### src/rtl/muldiv_pkg.sv
// muldiv_pkg: op encodings and FSM states shared by the mul/div unit.
// Imported by muldiv_if and muldiv_unit.
package muldiv_pkg;

  typedef enum logic [1:0] {
    OP_MULT  = 2'b00,
    OP_MULTU = 2'b01,
    OP_DIV   = 2'b10,
    OP_DIVU  = 2'b11
  } op_t;

  typedef enum logic [1:0] {
    IDLE,
    CALC,
    FIX,
    DONE
  } state_t;

endpackage

### src/rtl/muldiv_if.sv
// muldiv_if: start/done bundle between control and the mul/div unit.
// The abort signal exists only when MULDIV_ABORT_EN is defined.
interface muldiv_if #(
  parameter int WIDTH = 32
);
  import muldiv_pkg::*;

  logic             start;
  op_t              op;
  logic [WIDTH-1:0] a;
  logic [WIDTH-1:0] b;
  logic             busy;
  logic             done;
  logic             div_zero;
  logic [WIDTH-1:0] hi;
  logic [WIDTH-1:0] lo;

`ifdef MULDIV_ABORT_EN
  logic abort;

  modport master (
    output start, op, a, b, abort,
    input  busy, done, div_zero, hi, lo
  );

  modport slave (
    input  start, op, a, b, abort,
    output busy, done, div_zero, hi, lo
  );
`else
  modport master (
    output start, op, a, b,
    input  busy, done, div_zero, hi, lo
  );

  modport slave (
    input  start, op, a, b,
    output busy, done, div_zero, hi, lo
  );
`endif

endinterface

### src/rtl/muldiv_unit.sv
// muldiv_unit: iterative signed/unsigned multiply/divide, fixed latency.
// Define MULDIV_ABORT_EN to add an abort input that flushes CALC/FIX.
module muldiv_unit
  import muldiv_pkg::*;
#(
  parameter int WIDTH = 32
) (
  input logic      clk,
  input logic      reset,
  muldiv_if.slave  bus
);

  localparam int CW = $clog2(WIDTH + 1);
  localparam int AW = 2 * WIDTH + 1;

  state_t           state;
  logic [CW-1:0]    cnt;
  logic [AW-1:0]    acc;
  logic [WIDTH-1:0] opd;
  logic             is_div;
  logic             neg_lo;
  logic             neg_hi;
  logic             dz;
  logic             busy;
  logic             done;
  logic             div_zero;
  logic [WIDTH-1:0] hi;
  logic [WIDTH-1:0] lo;

  assign bus.busy     = busy;
  assign bus.done     = done;
  assign bus.div_zero = div_zero;
  assign bus.hi       = hi;
  assign bus.lo       = lo;

  logic             sgn;
  logic             dv;
  logic             sa;
  logic             sb;
  logic             bz;
  logic [WIDTH-1:0] ma;
  logic [WIDTH-1:0] mb;

  always_comb begin
    sgn = 1'b0;
    dv  = 1'b0;
    unique case (bus.op)
      OP_MULT:  sgn = 1'b1;
      OP_MULTU: sgn = 1'b0;
      OP_DIV: begin
        sgn = 1'b1;
        dv  = 1'b1;
      end
      OP_DIVU:  dv = 1'b1;
    endcase
  end

  // magnitude of MIN is 2^(WIDTH-1), exact as an unsigned WIDTH value
  assign sa = sgn & bus.a[WIDTH-1];
  assign sb = sgn & bus.b[WIDTH-1];
  assign ma = sa ? -bus.a : bus.a;
  assign mb = sb ? -bus.b : bus.b;
  assign bz = (bus.b == '0);

  logic [WIDTH:0]  sum;
  logic [WIDTH:0]  trial;
  logic [AW-1:0]   shl;
  logic [AW-1:0]   nxt;

  always_comb begin
    sum   = acc[AW-1:WIDTH]
          + (acc[0] ? {1'b0, opd} : '0);
    shl   = {acc[AW-2:0], 1'b0};
    trial = shl[AW-1:WIDTH] - {1'b0, opd};
    nxt   = shl;
    if (!is_div)
      nxt = {1'b0, sum, acc[WIDTH-1:1]};
    else if (!trial[WIDTH])
      nxt = {trial, shl[WIDTH-1:1], 1'b1};
  end

  logic kill;
  logic take;

`ifdef MULDIV_ABORT_EN
  assign kill = bus.abort
              & ((state == CALC) | (state == FIX));
  assign take = bus.start & ~bus.abort;
`else
  assign kill = 1'b0;
  assign take = bus.start;
`endif

  always_ff @(posedge clk) begin
    if (reset) begin
      state    <= IDLE;
      cnt      <= '0;
      acc      <= '0;
      opd      <= '0;
      is_div   <= 1'b0;
      neg_lo   <= 1'b0;
      neg_hi   <= 1'b0;
      dz       <= 1'b0;
      busy     <= 1'b0;
      done     <= 1'b0;
      div_zero <= 1'b0;
      hi       <= '0;
      lo       <= '0;
    end else if (kill) begin
      state <= IDLE;
      busy  <= 1'b0;
      done  <= 1'b0;
    end else begin
      done <= 1'b0;
      unique case (state)
        IDLE: if (take) begin
          is_div <= dv;
          neg_lo <= sa ^ sb;
          neg_hi <= dv ? sa : (sa ^ sb);
          dz     <= dv & bz;
          acc    <= {{(WIDTH+1){1'b0}}, dv ? ma : mb};
          opd    <= dv ? mb : ma;
          cnt    <= CW'(WIDTH);
          busy   <= 1'b1;
          state  <= CALC;
        end
        CALC: begin
          acc <= nxt;
          cnt <= cnt - 1'b1;
          if (cnt == CW'(1))
            state <= FIX;
        end
        FIX: begin
          if (is_div) begin
            lo <= dz ? '1
                : neg_lo ? -acc[WIDTH-1:0]
                : acc[WIDTH-1:0];
            hi <= neg_hi ? -acc[AW-2:WIDTH]
                : acc[AW-2:WIDTH];
          end else begin
            {hi, lo} <= neg_lo ? -acc[AW-2:0]
                      : acc[AW-2:0];
          end
          div_zero <= dz;
          done     <= 1'b1;
          state    <= DONE;
        end
        DONE: begin
          busy  <= 1'b0;
          state <= IDLE;
        end
      endcase
    end
  end

endmodule

### src/flat_wrapper.sv
// flat-port wrapper written by rule: the top's interface ports become plain ports
module muldiv_unit_flat import muldiv_pkg::*;
#(
  parameter int WIDTH = 32
)
  (clk, reset, bus_start, bus_op, bus_a, bus_b, bus_busy, bus_done, bus_div_zero, bus_hi, bus_lo);
  muldiv_if #(.WIDTH(WIDTH)) bus_i ();
  input logic clk;
  input logic reset;
  input wire logic [$bits(bus_i.start)-1:0] bus_start;
  input wire logic [$bits(bus_i.op)-1:0] bus_op;
  input wire logic [$bits(bus_i.a)-1:0] bus_a;
  input wire logic [$bits(bus_i.b)-1:0] bus_b;
  output wire logic [$bits(bus_i.busy)-1:0] bus_busy;
  output wire logic [$bits(bus_i.done)-1:0] bus_done;
  output wire logic [$bits(bus_i.div_zero)-1:0] bus_div_zero;
  output wire logic [$bits(bus_i.hi)-1:0] bus_hi;
  output wire logic [$bits(bus_i.lo)-1:0] bus_lo;
  assign bus_i.start = bus_start;
  assign bus_i.op = bus_op;
  assign bus_i.a = bus_a;
  assign bus_i.b = bus_b;
  assign bus_busy = bus_i.busy;
  assign bus_done = bus_i.done;
  assign bus_div_zero = bus_i.div_zero;
  assign bus_hi = bus_i.hi;
  assign bus_lo = bus_i.lo;
  muldiv_unit #(.WIDTH(WIDTH)) u_core (.clk(clk), .reset(reset), .bus(bus_i));
endmodule
### config.mk
export PLATFORM = sky130hd
export DESIGN_NAME = muldiv_unit_flat
export DESIGN_NICKNAME = d
export VERILOG_FILES = /design/src/rtl/muldiv_pkg.sv /design/src/rtl/muldiv_if.sv /design/src/rtl/muldiv_unit.sv /design/src/flat_wrapper.sv
export SDC_FILE = /design/constraint.sdc
export NUM_CORES = 1
export LEC_CHECK = 0
export ABC_CLOCK_PERIOD_IN_PS = 5750
export CAP_MARGIN = 20
export CORE_MARGIN = 2
export CORE_UTILIZATION = 40
export DETAILED_ROUTE_END_ITERATION = 6
export HOLD_SLACK_MARGIN = 0.02
export PLACE_DENSITY = 0.59
export SLEW_MARGIN = 25
export SYNTH_ARGS = -nofsm -noshare
export SYNTH_HDL_FRONTEND = slang
export SYNTH_SLANG_ARGS = --single-unit
### constraint.sdc
create_clock -name clk -period 5.75 [get_ports clk]
set_input_delay 0.575 -clock clk [delete_from_list [all_inputs] [get_ports clk]]
set_output_delay 0.575 -clock clk [all_outputs]
set_load 0.02 [all_outputs]
==> impl_summary.txt, run 1 <==
----------------------------------------------------
[Status]
  Result of the run ... complete, no violations

[Place]
  HPWL after detailed placement ... between 40000 and 50000 µm
  Placed Instances ... ~2.5k
  Minimum setup slack after placement ... 904.5 ps
  Count of buffers inserted at the top-level ports ... roughly 140
  Last weighted congestion value of the routability-driven placer ... between 0.9 and 1

[Layout]
  Count of fill cells added during filler insertion ... 3645
  Multi-input gate area in the final layout ... 10340 µm²
  Number of antenna diodes ... 0
  Post-layout instance count excluding filler cells ... about 2.5k
  Net total in the final layout ... 2167
  Area used by sequential logic in the layout ... between 3000 and 4000 µm²
  Post-synthesis to final-layout area growth ... 15.15%
  Share of layout cells above drive strength 1 ... 5.703%

[Clock network]
  Total clock buffers created by CTS ... 17
  Post-CTS Resized ... 0
  Skew-Pair Late Insertion Delay ... 460 ps
  Number of levels in the clock H-tree ... 4
  CTS tree ... done
  Clock sinks ... 176
  CTS Root Cell ... clkbuf_16
  Buffer depth of the longest clock path ... 2
  Count of buffers added by post-CTS timing repair for setup ... 0
  Clk pin slew, worst setup/hold paths ... 80 ps
  Number of hold-repair buffers added at the cts stage ... 0

[Logic synthesis]
  Post-synthesis instance area ... 14580 µm²
  Async set-reset flop share out of synthesis ... 0%
  Area share of the largest cell type after synthesis ... 24.17%
  Synth area leaders ... dfxtp_1, nor2_1, ha_1
  Synth area leader ... dfxtp_1
  Flip-flop and latch count after synthesis ... 176
  Synth warn ... 0
  Count of unique library cells instantiated by Yosys ... 81
  Share of synthesized area occupied by flip-flops and latches ... 24.17%
  Post-synth top cells ... nor2_1, nand2_1, dfxtp_1, a21oi_1, o21ai_0
  Post-synthesis net count ... around 2.1k
  Synth Area per Inst ... around 7.4 µm²
  Number of synthesized flops with an enable pin ... 0
  Primary flip-flop cell chosen by synthesis mapping ... dfxtp_1
  Cell count after synthesis ... 1967
  Most used standard cell by instance count after synthesis ... nor2_1

[Die]
  Core Footprint ... 35740 µm²
  Number of top-level pins ... 136
  Die outline height ... 194.9 µm
  Placement row count ... 69
  Effective utilization at floorplan ... 40.78%
  Die ar. ... 37980 µm²
  Die width ... 194.9 µm

[Global route]
  Pin count of the biggest net entering global routing ... 83
  Initial antenna violation count ... 1
  Global-route wire length before repair ... 82570 µm
  Overall global routing resource usage ... between 20% and 30%
  Grt total ovfl ... 0
  Via count of the first global-routing pass ... around 14k

[Setup path]
  CP endpoint kind ... flip-flop
  CP Data Required Time ... between 6000 and 7000 ps
  Arrival time reported for the critical path endpoint ... 5310 ps
  CP Launch Type ... flip-flop
  Highest fanout seen on the critical path ... 9
  Worst reg-to-reg setup slack ... 840 ps
  Setup Crit Path Kind ... flip-flop to flip-flop

[Power]
  Total power divided by cell area ... 396.3 nW/µm²
  Lkg Pwr ... roughly 0.0065 µW
  Total power draw ... between 6000 and 7000 µW
  Max rail drop VDD ... about 250 µV

[Timing]
  RSZ-0062 raised after global routing ... false
  Post-layout worst setup margin ... around 840 ps
  Pins Over Slew Limit ... 0
  Count of endpoints failing hold in the final timing report ... 0
  Total Neg Setup Slack ... 0 ps
  Slew of the pin with the lowest slew margin ... 941.6 ps
  Maximum clock rate ... 0.2035 GHz
  Min cycle time layout ... between 4000 and 5000 ps
  Worst slew margin ... 37.23%
  Crit share post-route ... 85.44%
  Clock skew after layout ... between 10 and 15 ps
  Setup-violating endpoint count in the final report ... 0

[Routing]
  Final routed DRC violation total ... 0
  Via density per instance ... ~6
  DR vias ... 14.91k
  DR iter-0 viols ... around 1.3k
  Total Routed Length ... about 53000 µm
  WL per Instance ... 21.27 µm
  First drt pass iteration count ... 5
  Antenna-violating nets left ... 0

[Job]
  Max-capacitance violation count ... 0

[Worst hold path]
  Worst hold path class ... flip-flop to flip-flop

----------------------------------------------------
[critical path, stage by stage (launching register included)]
cell	delay, ps
dfxtp_1	510
inv_1	140
ha_1	230
fa_1	380
nand2b_1	210
a21oi_1	200
o21ai_0	190
a211o_1	370
a21oi_1	210
o21ai_0	200
nand2b_1	120
a21oi_1	70
o21ai_0	190
ha_1	170
clkinv_1	310
nor2_1	490
nand2_1	300
nor3b_1	270
a221o_1	140
a21oi_1	40
o21ai_0	90
[worst paths after layout]
path,start,endpoint,depth (start not counted)
hold / removal,u_core.opd[25]$_SDFFE_PP0P_,u_core.opd[25]$_SDFFE_PP0P_,2
setup reg to reg,u_core.acc[31]$_SDFFE_PP0P_,u_core.acc[52]$_SDFFE_PP0P_,20
setup / recovery,u_core.acc[31]$_SDFFE_PP0P_,u_core.acc[52]$_SDFFE_PP0P_,20
hold reg to reg,u_core.opd[25]$_SDFFE_PP0P_,u_core.opd[25]$_SDFFE_PP0P_,2
[registers in the layout, indices dropped and copies added (netlist names)]
| signal | count |
|---|---|
| u_core.bus.hi | 32 |
| u_core.state | 2 |
| u_core.bus.busy | 1 |
| u_core.bus.div_zero | 1 |
| u_core.neg_lo | 1 |
| u_core.acc | 65 |
| u_core.neg_hi | 1 |
| u_core.bus.lo | 32 |
| u_core.dz | 1 |
| u_core.is_div | 1 |
| u_core.cnt | 6 |
| u_core.opd | 32 |
| u_core.bus.done | 1 |
[metrics by stage]
stage               util (%)  hold slack, ps  area [µm²]
detailed placement     45.35           447.6       16210
CTS                    46.95           457.1       16780
global route           46.96           481.3       16780
global placement       45.35           441.5       16210
finish                 46.96           456.3       16780
floorplan                  -           431.9       14580
[cells in the final DEF, fill, tap and decap left out, types with 74 or more instances in the layout]
cell,netlist,layout
nor2_1,266,266
nand2_1,180,179
dfxtp_1,176,175
a21oi_1,159,159
clkdlybuf4s50_1,0,133
o21ai_0,120,120
a211oi_1,95,95
xor2_1,89,89
xnor2_1,78,78
ha_1,75,74
[layout make-up]
type,count,share of cell area (%)
Clock inverter,15,0.8648
Clock buffer,17,2.535
Inverter,70,1.566
Tap cell,461,3.437
Timing Repair Buffer,156,8.946
Multi-Input combinational cell,1600,61.64
Sequential cell,176,21.02
[logic make-up (layout without fill, tap and decap cells)]
family          after synthesis  in the layout  share of synthesized area, %
simple gates                684            684                         21.97
compound gates              597            597                         26.77
xor+xnor                    167            167                         10.04
flops                       176            176                         24.17
fa+ha+maj                    77             77                         6.713
mux                          75             75                         5.314
buf+inv                     191            258                         5.022
[routing by layer]
layer  GRT usage (%)  up-vias  part of all wire (%)
li1                -     7212                     -
met1           38.48     7020                    45
met2           44.34      594                    45
met3           3.748       84                   6.9
met4           9.104        2                   3.0
met5               0        -                 0.024
[where the power goes]
part	switching (µW)	internal [µW]	leakage (µW)
Clock	592	576	0.000272
Combinational	2180	1380	0.00478
Sequential	392	1540	0.00144
Note: power is estimated with default switching activity, not from simulation.
==> inputs of run 2 (changes only) <==
- SLEW_MARGIN: 25 -> 20
==> results of run 2 <==
Final layout, timing and power as in run 1 (identical DEF).
==> inputs of run 3 (changes only) <==
- CAP_MARGIN: 20 -> unset
- CORE_MARGIN: 2 -> unset
==> impl_summary.txt, run 3 (synthesis gave the netlist of run 1 again) <==
----------------------------------------------------
[Place]
  HPWL after detailed placement ... 41600 µm (+1.4%)
  Cell Area, Placed ... 16230 µm² (about the same)
  Count of buffers inserted at the top-level ports ... 135 (unchanged)
  Placed Instances ... 2465 (+0.081%)
  Last weighted congestion value of the routability-driven placer ... 0.9994 (+4.8%)

[Setup path]
  Cell-by-cell listing of the critical path ... inv_1 -> ha_1 -> fa_1 -> nand2b_1 -> a21oi_1 -> o21ai_0 -> a211o_1 -> a21oi_1 -> o21ai_0 -> nand2b_1 -> a21oi_1 -> o21ai_0 -> ha_1 -> clkinv_1 -> nor2_1 -> nand2_1 -> nor3b_1 -> a221o_1 -> a21oi_1 -> o21ai_0
  Reg-to-Reg End ... u_core.acc[52]$_SDFFE_PP0P_
  FF-to-FF path depth ... 20 (unchanged)
  Worst reg-to-reg setup slack ... 840 ps (about the same)
  Highest cell delay on the worst timing path ... 510 ps (about the same)
  Setup Crit Path Kind ... flip-flop to flip-flop
  CP endpoint kind ... flip-flop
  Launch point of the worst reg-to-reg path ... u_core.acc[31]$_SDFFE_PP0P_
  Arrival time reported for the critical path endpoint ... 5290 ps (-20 ps)
  Cell at the slowest stage of the critical path ... nor2_1
  CP Launch Type ... flip-flop
  CP Data Required Time ... 6130 ps (-20 ps)
  Highest fanout seen on the critical path ... 9 (unchanged)

[Power]
  Power share of the sequential group ... 29.0% (about the same)
  Part of the power in combinational logic ... 53.2% (-0.2 points)
  Total power divided by cell area ... 398.3 nW/µm² (+0.50%)
  Switching pwr ... 3123 µW (-1.1%)
  Max rail drop VDD ... 232.3 µV (-6.8%)
  Switching power as a share of total power ... 46.66% (-0.84 points)
  Proportion of power drawn by the clock network ... 17.8% (+0.2 points)
  Internal Pwr Total ... 3570 µW (+2.2%)
  Lkg Pwr ... 0.006493 µW (+0.13%)

[Clock network]
  Clock sinks ... 176 (unchanged)
  Buffer depth of the longest clock path ... 2 (unchanged)
  Count of buffers added by post-CTS timing repair for setup ... 0 (unchanged)
  Number of levels in the clock H-tree ... 4 (unchanged)
  Clk pin slew, worst setup/hold paths ... 70 ps (about the same)
  CTS tree ... done
  CTS Root Cell ... clkbuf_16
  Number of hold-repair buffers added at the cts stage ... 0 (unchanged)
  Total clock buffers created by CTS ... 17 (unchanged)
  Post-CTS Resized ... 0 (unchanged)
  Skew-Pair Late Insertion Delay ... 450 ps (about the same)

[Die]
  Die ar. ... 37200 µm² (-2.0%)
  Core Footprint ... 35740 µm² (unchanged)
  Die width ... 192.9 µm (-1.0%)
  Placement row count ... 69 (unchanged)
  Effective utilization at floorplan ... 40.78% (unchanged)
  Number of top-level pins ... 136 (unchanged)
  Die outline height ... 192.9 µm (-1.0%)

[Worst hold path]
  Launch instance of the worst min-delay path ... u_core.opd[2]$_SDFFE_PP0P_
  Worst hold path class ... flip-flop to flip-flop
  Endpoint with the worst hold slack ... u_core.opd[2]$_SDFFE_PP0P_
  Worst hold stages ... 2 (unchanged)

[Routing]
  DR vias ... 14.94k (+0.16%)
  Total Routed Length ... 53790 µm (+1.3%)
  Via density per instance ... 5.984 (+0.12%)
  First drt pass iteration count ... 7 (+2)
  Antenna-violating nets left ... 0 (unchanged)
  Final routed DRC violation total ... 11 (+11)
  DR iter-0 viols ... 1148 (-13%)
  WL per Instance ... 21.55 µm (+1.3%)

[Timing]
  Min cycle time layout ... 4909 ps (-3.446 ps)
  Setup-violating endpoint count in the final report ... 0 (unchanged)
  Total Neg Setup Slack ... 0 ps (unchanged)
  Pins Over Slew Limit ... 0 (unchanged)
  RSZ-0062 raised after global routing ... false
  Worst slew margin ... 35.62% (-1.6 points)
  Final worst hold slack ... 452.3 ps (-4.026 ps)
  Crit share post-route ... 85.38% (about the same)
  Clock skew after layout ... 13.21 ps (-0.1409 ps)
  Count of endpoints failing hold in the final timing report ... 0 (unchanged)
  Slew of the pin with the lowest slew margin ... 963.7 ps (+22.08 ps)
  Maximum clock rate ... 0.2037 GHz (about the same)

[Global route]
  Overall global routing resource usage ... 28.90% (+1.2 points)
  Via count of the first global-routing pass ... 13.79k (-3.9%)
  Met3 GRT Util ... 3.783% (+0.034 points)
  Grt total ovfl ... 0 (unchanged)
  Met1 routing resource usage after global routing ... 39.68% (+1.2 points)
  Met2 demand-to-capacity share in global routing ... 46.51% (+2.2 points)
  Pin count of the biggest net entering global routing ... 81 (-2.4%)
  Initial antenna violation count ... 0 (-1)
  Most Used Layer, Global Route ... met2
  Global-route wire length before repair ... 81660 µm (-1.1%)

[Layout]
  Top library cells by usage in the layout, fill and taps aside ... nor2_1, nand2_1, dfxtp_1, a21oi_1, clkdlybuf4s50_1
  Most frequent standard cell in the layout excluding fill and tap cells ... nor2_1
  Net total in the final layout ... 2169 (+0.092%)
  Area of all placed cells without fillers ... 16810 µm² (+0.13%)
  Share of layout cells above drive strength 1 ... 5.700% (about the same)
  Post-Route Utilization ... 47.02% (+0.063 points)
  Number of flip-flops in the largest register ... 65 (unchanged)
  Post-layout instance count excluding filler cells ... 2496 (+0.040%)
  Post-synthesis to final-layout area growth ... 15.31%
  Number of antenna diodes ... 0 (unchanged)
  Top register by number of flip-flops ... u_core.acc

[Status]
  Failing checks ... design-rule violations
  Result of the run ... finished with violations

[Job]
  Max-capacitance violation count ... 0 (unchanged)

----------------------------------------------------
-- run 3: worst max-delay path by stage --
stage / start / to / slack, ps / cells after the start
after global routing: u_core.acc[31]$_SDFFE_PP0P_ / u_core.acc[52]$_SDFFE_PP0P_ / 550 / 20
after detailed placement: u_core.acc[31]$_SDFFE_PP0P_ / u_core.acc[52]$_SDFFE_PP0P_ / 930 / 20
after floorplan: u_core.opd[19]$_SDFFE_PP0P_ / u_core.acc[32]$_SDFFE_PP0P_ / 1660 / 20
after CTS: u_core.acc[31]$_SDFFE_PP0P_ / u_core.acc[52]$_SDFFE_PP0P_ / 900 / 20
final: u_core.acc[31]$_SDFFE_PP0P_ / u_core.acc[52]$_SDFFE_PP0P_ / 840 / 20
after global placement: u_core.acc[31]$_SDFFE_PP0P_ / u_core.acc[52]$_SDFFE_PP0P_ / 1090 / 20
-- run 3: metal layers --
| metal | wire length [µm] | vias up |
|---|---|---|
| met5 | 0 | - |
| met4 | 1394 | 0 |
| met3 | 3324 | 68 |
| met2 | 24550 | 563 |
| met1 | 24510 | 7103 |
| li1 | - | 7202 |
-- run 3: per-stage QoR --
stage	total power [µW]	setup WS [ps]
3_5_place_dp	5484	931.5
2_1_floorplan	4243	1663
3_3_place_gp	5457	1085
6_report	6694	840.6
5_1_grt	7137	551.6
4_1_cts	6681	904.4
-- run 3: final cells by class --
type,count,area [µm²]
fillers,3663,18940
multi-input cells,1600,10340
flip-flops and latches,176,3527
repair buffers,158,1516
well taps,461,576.8
clock buffers,19,442.9
inverters,70,262.8
clock inverters,12,135.1
-- run 3: critical path: cells and delay by family, from the launching register on --
| kind | cells | cell delay, ps |
|---|---|---|
| compound gates | 10 | 1800 |
| simple gates | 5 | 1350 |
| fa+ha+maj | 3 | 770 |
| flops | 1 | 470 |
| buf+inv | 2 | 430 |
-- run 3: power by group through the flow --
stage	logic, µW	registers [µW]	clock network [µW]
floorplan	2300	1940	0
global placement	3510	1950	0
detailed placement	3530	1950	0
CTS	3540	1930	1210
global route	3890	1990	1260
finish	3560	1940	1190
